[src/rtl/if_fetch_ctrl_if.sv]
// Bundle of the fetch controller's load, redirect, PC and instruction-memory signals.
// The master side drives requests; the slave side is the fetch controller.
interface if_fetch_ctrl_if #(
    parameter int ADDR_W = 5
);
    logic              load_start;
    logic              load_valid;
    logic [31:0]       load_data;
    logic              load_last;
    logic              load_ready;
    logic              halt_req;
    logic              stall;
    logic              br_taken;
    logic              jr_req;
    logic              j_req;
    logic [31:0]       npc;
    logic [1:0]        pc_src;
    logic [31:0]       pc;
    logic              fetch_en;
    logic              flush;
    logic [ADDR_W-1:0] imem_addr;
    logic [31:0]       imem_wdata;
    logic              imem_we;
    logic              load_done;
    logic [1:0]        state;

    modport master (
        output load_start, load_valid, load_data, load_last,
        output halt_req, stall, br_taken, jr_req, j_req, npc,
        input  load_ready, pc_src, pc, fetch_en, flush,
        input  imem_addr, imem_wdata, imem_we, load_done, state
    );

    modport slave (
        input  load_start, load_valid, load_data, load_last,
        input  halt_req, stall, br_taken, jr_req, j_req, npc,
        output load_ready, pc_src, pc, fetch_en, flush,
        output imem_addr, imem_wdata, imem_we, load_done, state
    );
endinterface

[src/rtl/if_fetch_ctrl.sv]
// Instruction-fetch sequencer: owns the PC, selects the next-PC source, applies
// stalls/flushes and boot-loads instruction memory before execution starts.
module if_fetch_ctrl #(
    parameter logic [31:0] RESET_PC   = 32'h0000_0000,
    parameter int          ADDR_W     = 5,
    parameter int          IMEM_DEPTH = 32
) (
    input  logic           clk,
    input  logic           rst_n,
    if_fetch_ctrl_if.slave bus
);
    typedef enum logic [1:0] {
        S_IDLE = 2'd0,
        S_LOAD = 2'd1,
        S_RUN  = 2'd2,
        S_HALT = 2'd3
    } state_t;

    localparam logic [ADDR_W-1:0] CNT_MAX = ADDR_W'(IMEM_DEPTH - 1);

    state_t            state_q, state_d;
    logic [31:0]       pc_q, pc_d;
    logic [ADDR_W-1:0] cnt_q, cnt_d;

    logic word_accept;
    logic load_exit;
    logic any_redirect;

    assign word_accept  = (state_q == S_LOAD) && bus.load_valid;
    // The last slot of memory ends the load even without load_last, so the counter never wraps.
    assign load_exit    = word_accept && (bus.load_last || (cnt_q == CNT_MAX));
    assign any_redirect = (state_q == S_RUN) && (bus.br_taken || bus.jr_req || bus.j_req);

    always_ff @(posedge clk or negedge rst_n) begin
        if (!rst_n) begin
            state_q <= S_IDLE;
            pc_q    <= RESET_PC;
            cnt_q   <= '0;
        end else begin
            state_q <= state_d;
            pc_q    <= pc_d;
            cnt_q   <= cnt_d;
        end
    end

    always_comb begin
        state_d = state_q;
        pc_d    = pc_q;
        cnt_d   = cnt_q;
        case (state_q)
            S_IDLE, S_HALT: begin
                if (bus.load_start) begin
                    state_d = S_LOAD;
                    cnt_d   = '0;
                end
            end
            S_LOAD: begin
                if (load_exit) begin
                    state_d = S_RUN;
                    pc_d    = RESET_PC;
                    cnt_d   = '0;
                end else if (word_accept) begin
                    cnt_d = cnt_q + 1'b1;
                end
            end
            S_RUN: begin
                // A redirect wins over stall; halt still lets this cycle's PC update land.
                if (any_redirect || !bus.stall) begin
                    pc_d = bus.npc;
                end
                if (bus.halt_req) begin
                    state_d = S_HALT;
                end
            end
            default: state_d = S_IDLE;
        endcase
    end

    always_comb begin
        bus.load_ready = 1'b0;
        bus.imem_we    = 1'b0;
        bus.imem_addr  = '0;
        bus.imem_wdata = '0;
        bus.load_done  = 1'b0;
        bus.fetch_en   = 1'b0;
        bus.flush      = 1'b0;
        bus.pc_src     = 2'd0;
        case (state_q)
            S_LOAD: begin
                bus.load_ready = 1'b1;
                bus.imem_we    = bus.load_valid;
                bus.imem_addr  = cnt_q;
                bus.imem_wdata = bus.load_data;
                bus.load_done  = load_exit;
            end
            S_RUN: begin
                bus.fetch_en  = !bus.stall;
                bus.imem_addr = pc_q[ADDR_W+1:2];
                bus.flush     = any_redirect;
                if (bus.br_taken) begin
                    bus.pc_src = 2'd1;
                end else if (bus.jr_req) begin
                    bus.pc_src = 2'd2;
                end else if (bus.j_req) begin
                    bus.pc_src = 2'd3;
                end
            end
            default: ;
        endcase
    end

    assign bus.pc    = pc_q;
    assign bus.state = state_q;
endmodule

[src/flat_wrapper.sv]
// flat-port wrapper written by rule: the top's interface ports become plain ports
module if_fetch_ctrl_flat 
#(
    parameter logic [31:0] RESET_PC   = 32'h0000_0000,
    parameter int          ADDR_W     = 5,
    parameter int          IMEM_DEPTH = 32
)
  (clk, rst_n, bus_load_start, bus_load_valid, bus_load_data, bus_load_last, bus_halt_req, bus_stall, bus_br_taken, bus_jr_req, bus_j_req, bus_npc, bus_load_ready, bus_pc_src, bus_pc, bus_fetch_en, bus_flush, bus_imem_addr, bus_imem_wdata, bus_imem_we, bus_load_done, bus_state);
  if_fetch_ctrl_if #(.ADDR_W(ADDR_W)) bus_i ();
  input  logic clk;
  input  logic rst_n;
  input wire logic [$bits(bus_i.load_start)-1:0] bus_load_start;
  input wire logic [$bits(bus_i.load_valid)-1:0] bus_load_valid;
  input wire logic [$bits(bus_i.load_data)-1:0] bus_load_data;
  input wire logic [$bits(bus_i.load_last)-1:0] bus_load_last;
  input wire logic [$bits(bus_i.halt_req)-1:0] bus_halt_req;
  input wire logic [$bits(bus_i.stall)-1:0] bus_stall;
  input wire logic [$bits(bus_i.br_taken)-1:0] bus_br_taken;
  input wire logic [$bits(bus_i.jr_req)-1:0] bus_jr_req;
  input wire logic [$bits(bus_i.j_req)-1:0] bus_j_req;
  input wire logic [$bits(bus_i.npc)-1:0] bus_npc;
  output wire logic [$bits(bus_i.load_ready)-1:0] bus_load_ready;
  output wire logic [$bits(bus_i.pc_src)-1:0] bus_pc_src;
  output wire logic [$bits(bus_i.pc)-1:0] bus_pc;
  output wire logic [$bits(bus_i.fetch_en)-1:0] bus_fetch_en;
  output wire logic [$bits(bus_i.flush)-1:0] bus_flush;
  output wire logic [$bits(bus_i.imem_addr)-1:0] bus_imem_addr;
  output wire logic [$bits(bus_i.imem_wdata)-1:0] bus_imem_wdata;
  output wire logic [$bits(bus_i.imem_we)-1:0] bus_imem_we;
  output wire logic [$bits(bus_i.load_done)-1:0] bus_load_done;
  output wire logic [$bits(bus_i.state)-1:0] bus_state;
  assign bus_i.load_start = bus_load_start;
  assign bus_i.load_valid = bus_load_valid;
  assign bus_i.load_data = bus_load_data;
  assign bus_i.load_last = bus_load_last;
  assign bus_i.halt_req = bus_halt_req;
  assign bus_i.stall = bus_stall;
  assign bus_i.br_taken = bus_br_taken;
  assign bus_i.jr_req = bus_jr_req;
  assign bus_i.j_req = bus_j_req;
  assign bus_i.npc = bus_npc;
  assign bus_load_ready = bus_i.load_ready;
  assign bus_pc_src = bus_i.pc_src;
  assign bus_pc = bus_i.pc;
  assign bus_fetch_en = bus_i.fetch_en;
  assign bus_flush = bus_i.flush;
  assign bus_imem_addr = bus_i.imem_addr;
  assign bus_imem_wdata = bus_i.imem_wdata;
  assign bus_imem_we = bus_i.imem_we;
  assign bus_load_done = bus_i.load_done;
  assign bus_state = bus_i.state;
  if_fetch_ctrl #(.RESET_PC(RESET_PC), .ADDR_W(ADDR_W), .IMEM_DEPTH(IMEM_DEPTH)) u_core (.clk(clk), .rst_n(rst_n), .bus(bus_i));
endmodule
[config.mk]
export PLATFORM = sky130hd
export DESIGN_NAME = if_fetch_ctrl_flat
export DESIGN_NICKNAME = d
export VERILOG_FILES = /design/src/rtl/if_fetch_ctrl_if.sv /design/src/rtl/if_fetch_ctrl.sv /design/src/flat_wrapper.sv
export SDC_FILE = /design/constraint.sdc
export NUM_CORES = 1
export LEC_CHECK = 0
export ABC_AREA = 1
export CORE_UTILIZATION = 30
export CTS_CLUSTER_DIAMETER = 200
export DETAILED_ROUTE_END_ITERATION = 8
export HOLD_SLACK_MARGIN = 0.05
export PLACE_DENSITY = 0.74
export REMOVE_ABC_BUFFERS = 1
export SYNTH_ARGS = -nofsm -noshare
export SYNTH_HDL_FRONTEND = slang
export SYNTH_SLANG_ARGS = --single-unit
[constraint.sdc]
create_clock -name clk -period 3.2 [get_ports clk]
set_clock_uncertainty 0.1 [all_clocks]
set_input_delay 0.48 -clock clk [delete_from_list [all_inputs] [get_ports clk]]
set_output_delay 0.48 -clock clk [all_outputs]
set_load 0.01 [all_outputs]
**After elaboration in Yosys (flattened, before gate mapping)**

Index checks and enable logic that the tools add are counted.

- Flip-flop bits (word level): 39
- Bits of input ports: 74
- Output and inout port bits: 78
- Word-level logic and storage cells: 50

- Add/subtract/negate cells: 1
- Eq/ne operators: 9
- Muxes and demuxes: 22
- Reduce and logical (&&, ||, !) cells: 15

Operators with widths:

| kind | number |
|---|---|
| $mux 32 | 3 |
| $pmux 32 s2 | 1 |
| $pmux 5 s2 | 2 |
| $mux 5 | 3 |
| $mux 2 | 7 |
| $reduce_and 3->1 | 3 |
| $ne 2x2->1 const B | 3 |
| $pmux 2 s3 | 1 |
| $add 5x1->5 const B | 1 |
| $eq 5x5->1 const B | 1 |
| $mux 1 | 5 |
| $eq 2x2->1 const B | 2 |
| $logic_or 1x1->1 | 4 |
| $reduce_bool 2->1 | 2 |
| $logic_and 1x1->1 | 3 |
| $ne 3x1->1 const B | 1 |
| $eq 2x1->1 const B | 1 |
| $logic_not 2->1 | 1 |
| $ne 2x1->1 const B | 1 |
| $reduce_or 2->1 | 1 |
| $logic_not 1->1 | 1 |

**Logic depth before layout (Yosys ltp)**

Gate-level depths: netlist of the first run.

- Depth after elaboration: 6
- Depth in mapped cells: 12
- Depth with buffers taken out: 11

**Worst setup path before layout of the first run**

Ideal clock, no wire load.

- Path kind: reg-to-output
- From: register u_core.state_q[0] (netlist: u_core.bus.state[0])
- To: output bus_imem_addr[1]
- Arrival time: 1,352 ps
- Data required time: 2,620 ps
- Slack: 1,268 ps
- Cell stages (with the launch flop): 7
- Cells stage by stage: dfrtp_1 -> inv_1 -> ha_1 -> buf_2 -> buf_2 -> nand2_1 -> a21oi_1

- Word-level cells in the longest chain between the ends: 2
- Elaborated cells on any way between the ends: 3
- Those cells by class: eq/ne: 2; mux: 1

RTL lines:

| item | line | text |
|---|---|---|
| start: declaration | if_fetch_ctrl.sv:21 | `state_t state_q, state_d;` |
| start signal: assignment | if_fetch_ctrl.sv:40 | `state_q <= state_d;` |
| $eq 2x2->1 / $eq 2x1->1 (equally long branches) | if_fetch_ctrl.sv:88 | `case (state_q)` |
| $pmux 5 s2 * | if_fetch_ctrl.sv:88 |  |
| end: declaration | flat_wrapper.sv:27 | `output wire logic [$bits(bus_i.imem_addr)-1:0] bus_imem_addr;` |

Every way passes the cells marked *; elsewhere a longest branch is shown, timed or not.

**Worst setup path after layout of the first run**

- From: register u_core.state_q[1] (netlist: u_core.bus.state[1])
- To: output bus_imem_wdata[13]

- Word-level cells in the longest chain between the ends: 2

RTL lines:

| item | line | text |
|---|---|---|
| $eq 2x1->1 | if_fetch_ctrl.sv:88 |  |
| $mux 32 | if_fetch_ctrl.sv:88 |  |
| end: declaration | flat_wrapper.sv:28 | `output wire logic [$bits(bus_i.imem_wdata)-1:0] bus_imem_wdata;` |

No other way between the ends.

==> reports/summary.txt, run 1 <==
status -> complete, no violations
cell chain of the critical path -> inv_1 > ha_1 > buf_4 > nand2_1 > inv_1 > clkdlybuf4s50_1
Post-synth top cells -> nand2_1 (165), inv_1 (47), dfrtp_1 (39)
Clock transition at path regs -> 80 ps
ratio of cells with drive above 1 in the final layout -> 0.0392
DP Wirelength -> 5080 um
Slew @ Worst Pin -> 899 ps
non-filler cells, final -> 584
dpl cells -> 576
DRC -> 0
diode count -> 0
CP endpoint kind -> primary output
cell count after synthesis -> 340
cell taking the most area after synthesis -> dfrtp_1
max incr delay on CP -> 520 ps
Clk network pwr share -> 0.106
sequential share of the synthesized area -> 0.415
gpl congestion -> 0.789
Static Leak -> 0.00204 uW
highest clock rate -> 0.351 GHz
Routed Antenna Nets -> 0
max-cap violation count -> 0
worst hold-check path type -> input pin to async pin
Placed Area -> 3910 sq um
Resized Gates After CTS -> 0
P per Cell Area -> 781 nW/um^2
Comb pwr share -> 0.618
min cycle time layout -> 2850 ps
routed vias -> 2,556
Post-CTS Setup Inserts -> 0
slowest stage cell on the critical path -> clkdlybuf4s50_1
vias in the first global route -> 2,483
final wirelength -> 6820 um
Worst setup SP type -> flop
top_reg_cell synth -> dfrtp_1
CP bufs+invs -> 4
FF+latch area -> 976 sq um
RSZ-0062 raised after global routing -> false
Pins Over Slew Limit -> 0
crit-path max FO -> 31
initial drt markers -> 90
io pins -> 152
Root Driver -> clkbuf_8
core area -> 7410 sq um
GRT overflow -> 0
area of the multi-input gates -> 1090 sq um
die area -> 8190 sq um
asr flop ratio synth -> 1.00
TritonCTS clock tree -> built
# nets final -> 563
WS Path Type -> flop to primary output
total power -> 3120 uW
Detailed Routing Iterations Pass 1 -> 6
most numerous cell in the Yosys netlist -> nand2_1
initial antenna violation count -> 0
yosys warns -> 0
maximum VDD drop -> 0.368 mV
port buffer count -> 151
DR WL/cell -> 11.7 um
TritonCTS Buffers -> 5
post-synth cell types -> 19
gr usage total -> 0.169
Via density -> 4.38
Seq cells post-synth -> 39
Setup TNS Final -> 0 ps
worst hold margin -> 213 ps
final period utilization -> 0.890
cell mode on critical path -> inv_1
clk sink count -> 39
net switching power figure -> 1290 uW
Area growth syn-to-layout -> 69.9%
Post-CTS Hold Fix Bufs -> 0
number of enable flip-flop cells after synthesis -> 0
Slew HR -> 0.401
final instance area -> 3990 sq um
initial core utilization -> 0.317
WP data arrival -> 2270 ps
syn_area_per_cell -> 6.91 sq um
global-route wire length before repair -> 11,500 um
CTS max path bufs -> 2
Fillers -> 709
internal power -> 1830 uW
row count -> 31
Synth area leaders -> dfrtp_1 (42%), nand2_1 (26%), nand3b_1 (10%)
insertion delay to the later sink of the worst-skew pair -> 290 ps
final setup fails -> 0
post-synth top area share -> 0.415
largest net degree at the start of global routing -> 40
Crit path required time -> 2620 ps
final hold vios -> 0
Die Span Y -> 90.5 um
switch share -> 0.415
die extent in x -> 90.5 um
CTS H-tree lvls -> 2
Mapped Area -> 2350 sq um
Reg power frac -> 0.276
CP top delay family -> buffers and inverters
flip-flops by register name, summed over array words and instances (netlist names):
| signal | flops |
|---|---|
| u_core.bus.pc | 32 |
| u_core.bus.state | 2 |
| u_core.cnt_q | 5 |
final cells by class:
type / count / area share
clock buffer: 6 / 0.0182
clock inverter: 2 / 0.00313
inverter: 50 / 0.0470
multi-input combinational: 234 / 0.273
sequential: 39 / 0.244
tap: 99 / 0.0310
timing repair buffer: 154 / 0.383
metal layers:
metal  global-route usage  vias to the layer above  routed length (um)
met3               0.0648                        5                 772
met1                0.185                     1128                2650
met5                    0                        -                   0
li1                     -                     1306                   -
met2                0.306                      117                3350
met4               0.0403                        0                  46
layout by cell type, fill, tap and decap left out, drive strengths merged:
| master | count |
|---|---|
| clkdlybuf4s50 | 150 |
| ha | 5 |
| nand2 | 168 |
| nand3 | 9 |
| nand3b | 32 |
| nand4 | 1 |
| buf | 4 |
| o21ai | 1 |
| clkinv | 1 |
| nor2 | 10 |
| clkbuf | 6 |
| nor3 | 1 |
| dfrtp | 39 |
| clkinvlp | 1 |
| inv | 50 |
| a21oi | 7 |
path summary, 6_finish.rpt:
check	cells after the start	from	end	slack [ps]
setup / recovery	6	u_core.bus.state[1]	bus_imem_wdata[13]	350
hold / removal	1	rst_n	u_core.bus.pc[30]	210
setup reg to reg	8	u_core.bus.state[0]	u_core.bus.pc[17]	780
hold reg to reg	2	u_core.bus.pc[27]	u_core.bus.pc[27]	380
max in group asynchronous	1	rst_n	u_core.bus.state[0]	2230
min in group clk	2	u_core.bus.pc[27]	u_core.bus.pc[27]	380
kinds of logic (layout without fill, tap and decap cells):
family,Yosys count,count (layout),share of synthesized area
AND/OR/NAND/NOR,221,221,0.421
adder cells (fa/ha/maj),5,5,0.0266
buffers and inverters,67,212,0.120
flip-flops,39,39,0.415
AO/OA/AOI/OAI,8,8,0.0170
power groups by stage:
stage	Combinational (uW)	Clock, uW	Sequential, uW
after floorplan	800	0	952
after global placement	1930	0	866
after detailed placement	1950	0	865
after CTS	1960	346	864
after global routing	2120	363	892
final	1930	332	861
through the flow:
stage | utilization | worst slack (ps)
2_1_floorplan | - | 607
3_3_place_gp | 0.528 | 674
3_5_place_dp | 0.528 | 631
4_1_cts | 0.539 | 308
5_1_grt | 0.539 | 159
6_report | 0.539 | 351
(Power assumes the default switching activity.)
==> inputs of run 2 (changes only) <==
==> constraint.sdc (replaced) <==
create_clock -name clk -period 3.2 [get_ports clk]
set_clock_uncertainty 0.1 [all_clocks]
set_input_delay 0.32 -clock clk [delete_from_list [all_inputs] [get_ports clk]]
set_output_delay 0.32 -clock clk [all_outputs]
set_load 0.01 [all_outputs]
==> run 2 against run 1 <==
Compared with the run above:
- design area is 0.47% higher
- largest cell class unchanged
- largest power group unchanged
- critical endpoint is now bus_pc_src[1]
- worst setup slack better by 180 ps
- first-iteration DRC count is 20% lower
- utilization is 0.25 points higher
- sequential cell count stayed put
- power is 1.6% higher
- non-clock buffer count stayed put
- clock power is 9.9% higher
- final cell count stayed put
- die area stayed put
- combinational power hardly changed
- global-route usage is 0.81 points higher
==> reports/summary.txt, run 2 (synthesized netlist as in run 1, its figures left out) <==
Resized Gates After CTS -> 0
# nets final -> 563
cell chain of the critical path -> inv_1 > ha_1 > inv_2 > nor3_1 > clkdlybuf4s50_1
final hold vios -> 0
WS Path Type -> flop to primary output
Worst setup SP type -> flop
RSZ-0062 raised after global routing -> false
WP data arrival -> 2250 ps
fin util -> 0.542
initial core utilization -> 0.317
final wirelength -> 7070 um
die area -> 8190 sq um
non-filler cells, final -> 584
routed vias -> 2,571
max FFs per register -> 32
worst r2r dst -> u_core.bus.pc[14]
Root Driver -> clkbuf_8
max incr delay on CP -> 560 ps
die extent in x -> 90.5 um
gpl congestion -> 0.757
Clock transition at path regs -> 80 ps
Detailed Routing Iterations Pass 1 -> 4
Pins Over Slew Limit -> 0
most frequent cells in the layout -> nand2_1 (165), clkdlybuf4s50_1 (150), inv_1 (47)
largest net degree at the start of global routing -> 40
core area -> 7410 sq um
initial drt markers -> 72
Slew @ Worst Pin -> 879 ps
insertion delay to the later sink of the worst-skew pair -> 280 ps
Post-CTS Hold Fix Bufs -> 0
vias in the first global route -> 2,624
Area growth syn-to-layout -> 70.7%
diode count -> 0
final instance area -> 4010 sq um
clk sink count -> 39
initial antenna violation count -> 0
dpl cells -> 576
Via density -> 4.40
io pins -> 152
highest clock rate -> 0.374 GHz
TritonCTS Buffers -> 5
total power -> 3170 uW
Slew HR -> 0.414
maximum VDD drop -> 0.348 mV
RR Startpoint -> u_core.bus.state[0]
most common cell after layout, fill and taps aside -> nand2_1
R2R Setup Slk -> 820 ps
GRT overflow -> 0
gr usage total -> 0.178
Static Leak -> 0.00205 uW
Routed Antenna Nets -> 0
status -> complete, no violations
CTS max path bufs -> 2
final period utilization -> 0.834
DR WL/cell -> 12.1 um
port buffer count -> 151
Setup TNS Final -> 0 ps
slowest stage cell on the critical path -> clkdlybuf4s50_1
min cycle time layout -> 2670 ps
CTS H-tree lvls -> 2
global-route wire length before repair -> 11,900 um
Placed Area -> 3910 sq um
R2R cell count -> 8
crit-path max FO -> 16
row count -> 31
DP Wirelength -> 5410 um
P per Cell Area -> 790 nW/um^2
CP endpoint kind -> primary output
Crit path required time -> 2780 ps
max-cap violation count -> 0
worst hold-check path type -> input pin to async pin
Post-CTS Setup Inserts -> 0
ratio of cells with drive above 1 in the final layout -> 0.0412
final setup fails -> 0
Die Span Y -> 90.5 um
DRC -> 0
TritonCTS clock tree -> built
==> run 2: metal layers <==
layer	vias up	track usage	wire (um)
li1	1301	-	-
met1	1140	0.187	2800
met2	120	0.331	3490
met3	10	0.0556	688
met4	0	0.0578	100
met5	-	0	0
==> run 2: report_power, final <==
| group | leakage, uW | switching (uW) | total, uW | internal (uW) |
|---|---|---|---|---|
| registers | 0.000528 | 156 | 871 | 715 |
| logic | 0.00147 | 976 | 1930 | 959 |
| clock network | 0.0000505 | 169 | 365 | 196 |
| total | 0.00205 | 1300 | 3170 | 1870 |
==> run 2: cell type report <==
| type | instances | area [sq um] |
|---|---|---|
| clock buffer | 7 | 96.3 |
| multi-input combinational | 234 | 1090 |
| clock inverter | 1 | 7.51 |
| timing repair buffer | 154 | 1530 |
| sequential | 39 | 976 |
| tap | 99 | 124 |
| fill | 708 | 3400 |
| inverter | 50 | 188 |
==> run 2: through the flow <==
| stage | hold slack, ps | setup WS, ps |
|---|---|---|
| 2_1_floorplan | -75.6 | 607 |
| 3_3_place_gp | 353 | 869 |
| 3_5_place_dp | 362 | 797 |
| 4_1_cts | 73.7 | 506 |
| 5_1_grt | 121 | 330 |
| 6_report | 45.3 | 530 |
==> run 2: worst max path at each step <==
stage	from	to	depth (start not counted)
after detailed placement	u_core.bus.state[0]	u_core.bus.pc[14]	8
after floorplan	u_core.bus.state[0]	u_core.bus.pc[0]	8
after global routing	u_core.bus.state[0]	bus_pc_src[1]	5
after global placement	u_core.bus.state[1]	bus_imem_wdata[26]	6
after CTS	u_core.bus.state[0]	bus_pc_src[1]	5
final	u_core.bus.state[0]	bus_pc_src[1]	5
==> run 2: worst max-delay path, delay by kind of cell, from the launching register on <==
family                   cells  cell delay (ps)
flip-flops                   1              410
AND/OR/NAND/NOR              1              210
adder cells (fa/ha/maj)      1              550
buffers and inverters        3              800
==> RTL edit, RTL diff (config.mk and constraints of run 1) <==
`ADDR_W` is set to 5 in 3 places; all go to 7.
--- a/src/rtl/if_fetch_ctrl_if.sv
+++ b/src/rtl/if_fetch_ctrl_if.sv
@@ -2,5 +2,5 @@
 // The master side drives requests; the slave side is the fetch controller.
 interface if_fetch_ctrl_if #(
-    parameter int ADDR_W = 5
+    parameter int ADDR_W = 7
 );
     logic              load_start;
--- a/src/rtl/if_fetch_ctrl.sv
+++ b/src/rtl/if_fetch_ctrl.sv
@@ -3,5 +3,5 @@
 module if_fetch_ctrl #(
     parameter logic [31:0] RESET_PC   = 32'h0000_0000,
-    parameter int          ADDR_W     = 5,
+    parameter int          ADDR_W     = 7,
     parameter int          IMEM_DEPTH = 32
 ) (
--- a/src/flat_wrapper.sv
+++ b/src/flat_wrapper.sv
@@ -3,5 +3,5 @@
 #(
     parameter logic [31:0] RESET_PC   = 32'h0000_0000,
-    parameter int          ADDR_W     = 5,
+    parameter int          ADDR_W     = 7,
     parameter int          IMEM_DEPTH = 32
 )
Ports: changed (resized bus_imem_addr); port bits go from 152 to 154. The function was not compared with the original's and may differ.
==> RTL edit against run 1 <==
- sequential power is 5.1% higher
- setup slack better by 0.021 ns
- design area is 7.9% higher
- non-clock buffer count is 3 higher
- routed wire length is 8.5% higher
- area after synthesis is 11% higher
- sequential cell count is 2 higher
- total power is 8.2% higher
==> RTL edit: results (changes against run 1) <==
grtUsageMet3: 0.0494  # -0.0154
power_leakage_uw: 0.00242  # +19%
ys_seq_area_frac: 0.393  # -0.0220
grt_pass1_wl_um: 11900  # +3.8%
arrival_ns: 2.25  # -0.02 ns
cp_max_fo: 36  # +16%
yosys-top-cells-area: "dfrtp_1 (39%), nand2_1 (23%), inv_1 (12%)"
synth-compound-area-share: 0.0331  # +0.0160
outcome: "completed"
nNetsFinal: 619  # +9.9%
wire_per_inst_um: 11.4  # -2.1%
grt_pass1_vias: 2628  # +5.8%
gr-usage-met1: 0.183  # -0.00212
ys_types: 22  # +3
hpwlAfterDp_um: 5700  # +12%
ys_ff_latch: 41  # +5.1%
num_vias: 2822  # +10%
use_met2: 0.303  # -0.00321
drtIter0Drc: 102  # +13%
multi_input_area_um2: 1150  # +5.4%
clkCellAreaFrac: 0.0279  # +0.00657
grt_max_degree: 42  # +5.0%
m1WireLength_um: 2860  # +8.1%
avgSynthCellArea_um2: 6.57  # -4.9%
nMultiInputCombCells: 253  # +8.1%
drive_gt1_frac: 0.0572  # +0.0180
fill_cells: 793  # +12%
nonClkBufAreaFrac: 0.364  # -0.0187
sh_seq_area: 0.238  # -0.00627
dp_cells: 639  # +11%
viasPerCell: 4.36  # -0.34%
wl_met2_um: 3660  # +9.4%
drt_pass1_iterations: 4  # -2
synthXorXnorAreaFrac: 0.00336  # +0.00336
ir_drop_mv: 0.303  # -18%
RTL edit: cell count changes after synthesis, moves of 3 or more:
cell,change
inv_2,-3
inv_1,+36
clkbuf_1,+8
buf_4,-4
buf_6,+5
nand3_1,+28
nand3b_1,-32
a21oi_1,+5
nand2_2,+9
buf_2,-6
nand4_1,+4
RTL edit: per-stage QoR:
stage	hold WS, ns	setup slack, ns	instance area [um2]	total power, uW	util
5_1_grt	0.302	0.215	4310	3670	0.519
3_5_place_dp	0.360	0.675	4190	2990	0.505
2_1_floorplan	0.0844	0.437	2490	1850	-
4_1_cts	0.241	0.342	4310	3440	0.519
3_3_place_gp	0.363	0.729	4190	2950	0.505
6_report	0.215	0.372	4310	3380	0.519
RTL edit: critical path, cell delays in order (launching register included):
cell and delay, ns:
dfrtp_1 0.42, inv_1 0.07, ha_1 0.44, buf_12 0.25
nand2_1 0.07, a21oi_1 0.16, clkdlybuf4s50_1 0.55
RTL edit: final timing paths:
path	start	to	slack [ns]	cells past startpoint
worst min-delay path	rst_n	u_core.bus.pc[0]$_DFFE_PN0P_	0.22	1
min in group clk	u_core.bus.pc[18]$_DFFE_PN0P_	u_core.bus.pc[18]$_DFFE_PN0P_	0.38	2
worst max-delay path	u_core.bus.state[1]$_DFFE_PN0P_	bus_imem_addr[2]	0.37	6
worst max register to register	u_core.bus.state[1]$_DFFE_PN0P_	u_core.bus.pc[5]$_DFFE_PN0P_	0.97	9
max in group asynchronous	rst_n	u_core.cnt_q[0]$_DFFE_PN0P_	2.21	1
worst min register to register	u_core.bus.pc[18]$_DFFE_PN0P_	u_core.bus.pc[18]$_DFFE_PN0P_	0.38	2
RTL edit: power by group:
part,switching (uW),internal [uW]
Sequential,166,740
Clock,174,254
Combinational,1040,1000
